## src/rtl/uart_boot_loader.sv

```systemverilog
// uart_boot_loader: turns a framed UART byte stream (sync, 16-bit word count,
// payload, 8-bit checksum) into 32-bit little-endian SRAM writes, and keeps
// the CPU in reset until the whole image is written and the checksum matches.
module uart_boot_loader #(
    parameter logic [31:0] BASE_ADDR = 32'h0000_0000,
    parameter int          MAX_WORDS = 8192,
    parameter logic [7:0]  SYNC_BYTE = 8'hA5
) (
    input  logic        clk,
    input  logic        rst,
    input  logic        in_valid,
    input  logic [7:0]  in_data,
    output logic        in_ready,
    output logic        mem_valid,
    output logic [31:0] mem_addr,
    output logic [31:0] mem_wdata,
    output logic [3:0]  mem_wstrb,
    input  logic        mem_ready,
    output logic        cpu_resetn,
    output logic        done,
    output logic        error
);

    typedef enum logic [2:0] {
        S_IDLE  = 3'd0,
        S_LEN0  = 3'd1,
        S_LEN1  = 3'd2,
        S_DATA  = 3'd3,
        S_WRITE = 3'd4,
        S_CSUM  = 3'd5,
        S_DONE  = 3'd6,
        S_ERR   = 3'd7
    } state_t;

    // Word count limit widened by one bit so the compare cannot overflow.
    localparam logic [16:0] MAX_W = MAX_WORDS[16:0];

    state_t      state_q, state_d;
    logic [15:0] len_q, len_d;
    logic [15:0] word_idx_q, word_idx_d;
    logic [1:0]  byte_cnt_q, byte_cnt_d;
    logic [7:0]  sum_q, sum_d;
    logic [31:0] word_q, word_d;
    logic        mem_valid_q, mem_valid_d;
    logic [31:0] mem_addr_q, mem_addr_d;
    logic [31:0] mem_wdata_q, mem_wdata_d;
    logic [3:0]  mem_wstrb_q, mem_wstrb_d;
    logic        done_q, done_d;
    logic        error_q, error_d;
    logic        cpu_resetn_q, cpu_resetn_d;

    logic        accept;
    logic [15:0] len_new;
    logic [31:0] word_nxt;

    // Upstream is stalled only while a word is in flight to SRAM; the rst
    // term keeps in_ready low for the whole reset window.
    assign in_ready = ~rst & (state_q != S_WRITE);
    assign accept   = in_valid & in_ready;

    // Next-state, datapath and registered-output decode.
    always_comb begin
        state_d      = state_q;
        len_d        = len_q;
        word_idx_d   = word_idx_q;
        byte_cnt_d   = byte_cnt_q;
        sum_d        = sum_q;
        word_d       = word_q;
        mem_valid_d  = mem_valid_q;
        mem_addr_d   = mem_addr_q;
        mem_wdata_d  = mem_wdata_q;
        mem_wstrb_d  = mem_wstrb_q;
        done_d       = done_q;
        error_d      = error_q;
        cpu_resetn_d = cpu_resetn_q;
        len_new      = {in_data, len_q[7:0]};
        word_nxt     = word_q;

        case (byte_cnt_q)
            2'd0:    word_nxt[7:0]   = in_data;
            2'd1:    word_nxt[15:8]  = in_data;
            2'd2:    word_nxt[23:16] = in_data;
            default: word_nxt[31:24] = in_data;
        endcase

        case (state_q)
            S_IDLE: begin
                if (accept && in_data == SYNC_BYTE) state_d = S_LEN0;
            end
            S_LEN0: begin
                if (accept) begin
                    len_d[7:0] = in_data;
                    state_d    = S_LEN1;
                end
            end
            S_LEN1: begin
                if (accept) begin
                    len_d      = len_new;
                    word_idx_d = '0;
                    byte_cnt_d = '0;
                    sum_d      = '0;
                    if (len_new == 16'd0) begin
                        state_d = S_CSUM;
                    end else if ({1'b0, len_new} > MAX_W) begin
                        state_d = S_ERR;
                        error_d = 1'b1;
                    end else begin
                        state_d = S_DATA;
                    end
                end
            end
            S_DATA: begin
                if (accept) begin
                    word_d     = word_nxt;
                    sum_d      = sum_q + in_data;
                    byte_cnt_d = byte_cnt_q + 2'd1;
                    // Launch the write from registers so it appears the
                    // cycle after the last byte and holds until mem_ready.
                    if (byte_cnt_q == 2'd3) begin
                        state_d     = S_WRITE;
                        mem_valid_d = 1'b1;
                        mem_addr_d  = BASE_ADDR + {14'd0, word_idx_q, 2'b00};
                        mem_wdata_d = word_nxt;
                        mem_wstrb_d = 4'hF;
                    end
                end
            end
            S_WRITE: begin
                if (mem_ready) begin
                    mem_valid_d = 1'b0;
                    mem_wstrb_d = 4'h0;
                    word_idx_d  = word_idx_q + 16'd1;
                    if (word_idx_q + 16'd1 == len_q) state_d = S_CSUM;
                    else                             state_d = S_DATA;
                end
            end
            S_CSUM: begin
                if (accept) begin
                    if (in_data == sum_q) begin
                        state_d      = S_DONE;
                        done_d       = 1'b1;
                        cpu_resetn_d = 1'b1;
                    end else begin
                        state_d = S_ERR;
                        error_d = 1'b1;
                    end
                end
            end
            S_DONE:  state_d = S_DONE;
            S_ERR:   state_d = S_ERR;
            default: state_d = S_IDLE;
        endcase
    end

    // State and output registers; async reset parks everything at zero.
    always_ff @(posedge clk or posedge rst) begin
        if (rst) begin
            state_q      <= S_IDLE;
            len_q        <= '0;
            word_idx_q   <= '0;
            byte_cnt_q   <= '0;
            sum_q        <= '0;
            word_q       <= '0;
            mem_valid_q  <= 1'b0;
            mem_addr_q   <= '0;
            mem_wdata_q  <= '0;
            mem_wstrb_q  <= '0;
            done_q       <= 1'b0;
            error_q      <= 1'b0;
            cpu_resetn_q <= 1'b0;
        end else begin
            state_q      <= state_d;
            len_q        <= len_d;
            word_idx_q   <= word_idx_d;
            byte_cnt_q   <= byte_cnt_d;
            sum_q        <= sum_d;
            word_q       <= word_d;
            mem_valid_q  <= mem_valid_d;
            mem_addr_q   <= mem_addr_d;
            mem_wdata_q  <= mem_wdata_d;
            mem_wstrb_q  <= mem_wstrb_d;
            done_q       <= done_d;
            error_q      <= error_d;
            cpu_resetn_q <= cpu_resetn_d;
        end
    end

    assign mem_valid  = mem_valid_q;
    assign mem_addr   = mem_addr_q;
    assign mem_wdata  = mem_wdata_q;
    assign mem_wstrb  = mem_wstrb_q;
    assign done       = done_q;
    assign error      = error_q;
    assign cpu_resetn = cpu_resetn_q;

endmodule

```

## config.mk

```make
export PLATFORM = sky130hd
export DESIGN_NAME = uart_boot_loader
export DESIGN_NICKNAME = d
export VERILOG_FILES = /design/src/rtl/uart_boot_loader.sv
export SDC_FILE = /design/constraint.sdc
export NUM_CORES = 1
export LEC_CHECK = 0
export CORE_MARGIN = 2
export CORE_UTILIZATION = 40
export DETAILED_ROUTE_END_ITERATION = 8
export GPL_ROUTABILITY_DRIVEN = 1
export HOLD_SLACK_MARGIN = 0.03
export SETUP_SLACK_MARGIN = 0.4
export SKIP_CTS_REPAIR_TIMING = 1
export SLEW_MARGIN = 20
export SYNTH_ARGS = -nofsm -noshare
export SYNTH_HDL_FRONTEND = slang
export SYNTH_SLANG_ARGS = --single-unit
```

## constraint.sdc

```tcl
create_clock -name clk -period 4.8 [get_ports clk]
set_input_delay 0.96 -clock clk [delete_from_list [all_inputs] [get_ports clk]]
set_output_delay 0.96 -clock clk [all_outputs]
set_load 0.05 [all_outputs]
```

==> key figures <==
Run status
  • Outcome: completed

Timing
  • Layout Skew: 5.33 ps
  • Min cycle time layout: 3390 ps
  • Endpoints failing hold: 0
  • Final Slew Violations: 0
  • Fin worst setup slack: 1410 ps
  • Finish-stage setup viols: 0
  • Least-Margin Pin Slew: 936 ps
  • RSZ-0062 raised after global routing: no
  • Tcrit/Tclk final: 70.7%
  • FMAX: a little under 300 MHz
  • Slew margin rel.: a little under two fifths
  • WHS: 470 ps
  • Setup_tns: 0 ps

Critical path
  • RR Startpoint: word_idx_q[0]
  • Worst R2R Setup Slack: about 2200 ps
  • Setup crit end kind: output pin
  • FF-to-FF End: state_q[1]
  • Critical Path AT: 2430 ps
  • R2r worst-path depth: 8
  • Critical path required time: 3840 ps
  • Worst Setup Path Type: in -> out
  • Startpoint types: input port
  • Worst Path Max Fanout: 2

Yosys
  • Number of synthesized flops with an enable pin: 0
  • Syn. warnings: 0
  • Count leader, synth: nand2_1
  • Synth cell count leaders: 125 x nand2_1, 120 x dfrtp_1, 46 x o21ai_0
  • Syn_area_per_cell: 10.0 sq um
  • Post-synthesis mux area share: 11.4%
  • Seq cells post-synth: 120
  • Largest family of logic cells by synthesized area: simple AND/OR/NAND/NOR gates
  • Post-synthesis compound-gate area fraction: a little under an eighth
  • XOR/XNOR Fraction of Synth Area: about 3.7%
  • Gate Count Post-Synth: 621
  • Top-area cell type share of the netlist area: 48.2%
  • Synth Cell Area: 6230 sq um
  • Ys async rst share: 100%
  • Sequential share of the synthesized area: 48.2%
  • Largest area contributor in the netlist: dfrtp_1
  • Post-Synth Adder-Cell Area: 2.73%
  • Post-synth cell types: 67
  • Synth Flop Type: dfrtp_1
  • Area fraction in and, or, nand and nor cells after synthesis: 16.7%
  • Top post-synthesis cells by area: dfrtp_1 48%, nand2_1 7.5%, mux2_2 7.4%

Placement
  • Place WS: between 1000 and 1500 ps
  • Hpwl dp: 9480 um
  • Placed cell count: 833
  • Placer Congestion: 0.864
  • # port buffers: 68

Power and ir drop
  • Pwr dens: 456 nW/um^2
  • Peak supply drop: 0.000254 V
  • Pleak: ~3.4 nW

Detailed routing
  • DRC: 0
  • Drt initial violations: 271
  • Vias/cell: 5.36
  • Final WL: 14,200 um
  • Detailed-router iteration count before antenna repair: 4
  • Post-route ant nets: 0
  • Vias post-DR: 4,637
  • Average wire per standard cell: 16.4 um

Floorplan
  • Die Ht: 129 um
  • Placeable Area: 15,200 sq um
  • Die area: roughly 17,000 sq um
  • IO Pins: between 80 and 90
  • Initial Util: 41.0%
  • Die Wd: 129 um
  • Row count: 45

Min path
  • Min-Delay Path Class: reg -> reg
  • Min-delay src: mem_addr[8]
  • Hold path endpoint: mem_addr[8]
  • Hold depth: 2

Clock network
  • H-tree depth: 4
  • Clock sinks: 120
  • Clock transition at the registers of the reported paths: 50 ps
  • Worst-Skew Late Latency: between 400 and 500 ps
  • Longest Clk Path Bufs: 2
  • Total CTS buffers: 17
  • CTS tree: yes
  • Clock Root Buffer: clkbuf_16

Final layout
  • Final Util: 49.2%
  • Finished Layout Cells: 865
  • Share of layout cells above drive strength 1: between 10% and 20%
  • Final #Nets: 689
  • Area grow syn2layout: 19.9%
  • Fill cells: roughly 1,400
  • # diodes: 0

GRT
  • Tot GR Track Use: about 18%
  • Grt ovf: 0
  • Pin count of the biggest net entering global routing: 75
  • Vias in the first global route: 4,496
  • Initial antenna violation count: 0
  • First-pass GRT wire length: about 23,000 um

Job
  • Max-Cap Viols: 0
==> area by class of cell <==
type / count / area (sq um) / share of cell area [%]
well taps: 188 / 235 / 3.15
clock buffers: 17 / 425 / 5.69
multi-input cells: 449 / 2930 / 39.2
inverters: 4 / 18.8 / 0.251
clock inverters: 15 / 154 / 2.06
flip-flops and latches: 120 / 3000 / 40.2
repair buffers: 72 / 711 / 9.50
==> cell usage in the layout, fill, tap and decap left out, types with 9 or more instances in the layout <==
cell,instances
clkdlybuf4s50_1,68
mux2i_1,25
xnor2_1,17
nor2_1,31
dfrtp_1,120
nand3_1,14
nand2_1,124
o21ai_0,46
ha_1,12
xor2_1,9
mux2_2,41
clkbuf_16,17
conb_1,16
==> worst max-delay path by stage <==
stage / startpoint / endpoint / slack (ps) / cells after the start
after floorplan: rst / len_q[0] / 830 / 5
after global placement: in_data[1] / sum_q[7] / 1230 / 9
after detailed placement: in_data[1] / sum_q[7] / 1140 / 9
after CTS: rst / in_ready / 1400 / 3
after global routing: in_data[0] / sum_q[7] / 1330 / 9
final: rst / in_ready / 1410 / 3
==> metal layers <==
metal	up-vias	GRT usage (%)	share of wire, %
met5	-	0	0
met4	0	6.71	1.4
met1	2311	23.2	45
met2	96	30.8	50
li1	2214	-	-
met3	16	4.41	3.6
==> state kept, by name, summed over array words and instances, names as in the netlist <==
signal and cells:
byte_cnt_q 2, word_idx_q 16, len_q 16, mem_wdata 32
cpu_resetn 1, error 1, word_q 24, mem_addr 16
state_q 3, mem_wstrb 1, sum_q 8
==> report_power, final <==
| group | internal (mW) | total [mW] | switching, mW |
|---|---|---|---|
| logic | 0.398 | 0.805 | 0.407 |
| registers | 1.19 | 1.36 | 0.166 |
| clock network | 0.763 | 1.25 | 0.487 |
==> worst max-delay path, stage by stage <==
cell and delay, ps:
clkdlybuf4s50_1 490, a21oi_4 160, clkdlybuf4s50_1 810
==> logic make-up after synthesis <==
logic type      after synthesis
simple gates                221
flops                       120
compound gates              107
buf+inv                      67
mux                          66
xor+xnor                     26
fa+ha+maj                    13
other cells                   1
==> per-stage QoR <==
| stage | instance area, sq um | power (mW) |
|---|---|---|
| 3_3_place_gp | 6890 | 2.15 |
| 4_1_cts | 7480 | 3.45 |
| 6_report | 7480 | 3.41 |
| 5_1_grt | 7480 | 3.60 |
| 2_1_floorplan | 6290 | 2.00 |
| 3_5_place_dp | 6900 | 2.19 |
Note: power is estimated with default switching activity, not from simulation.
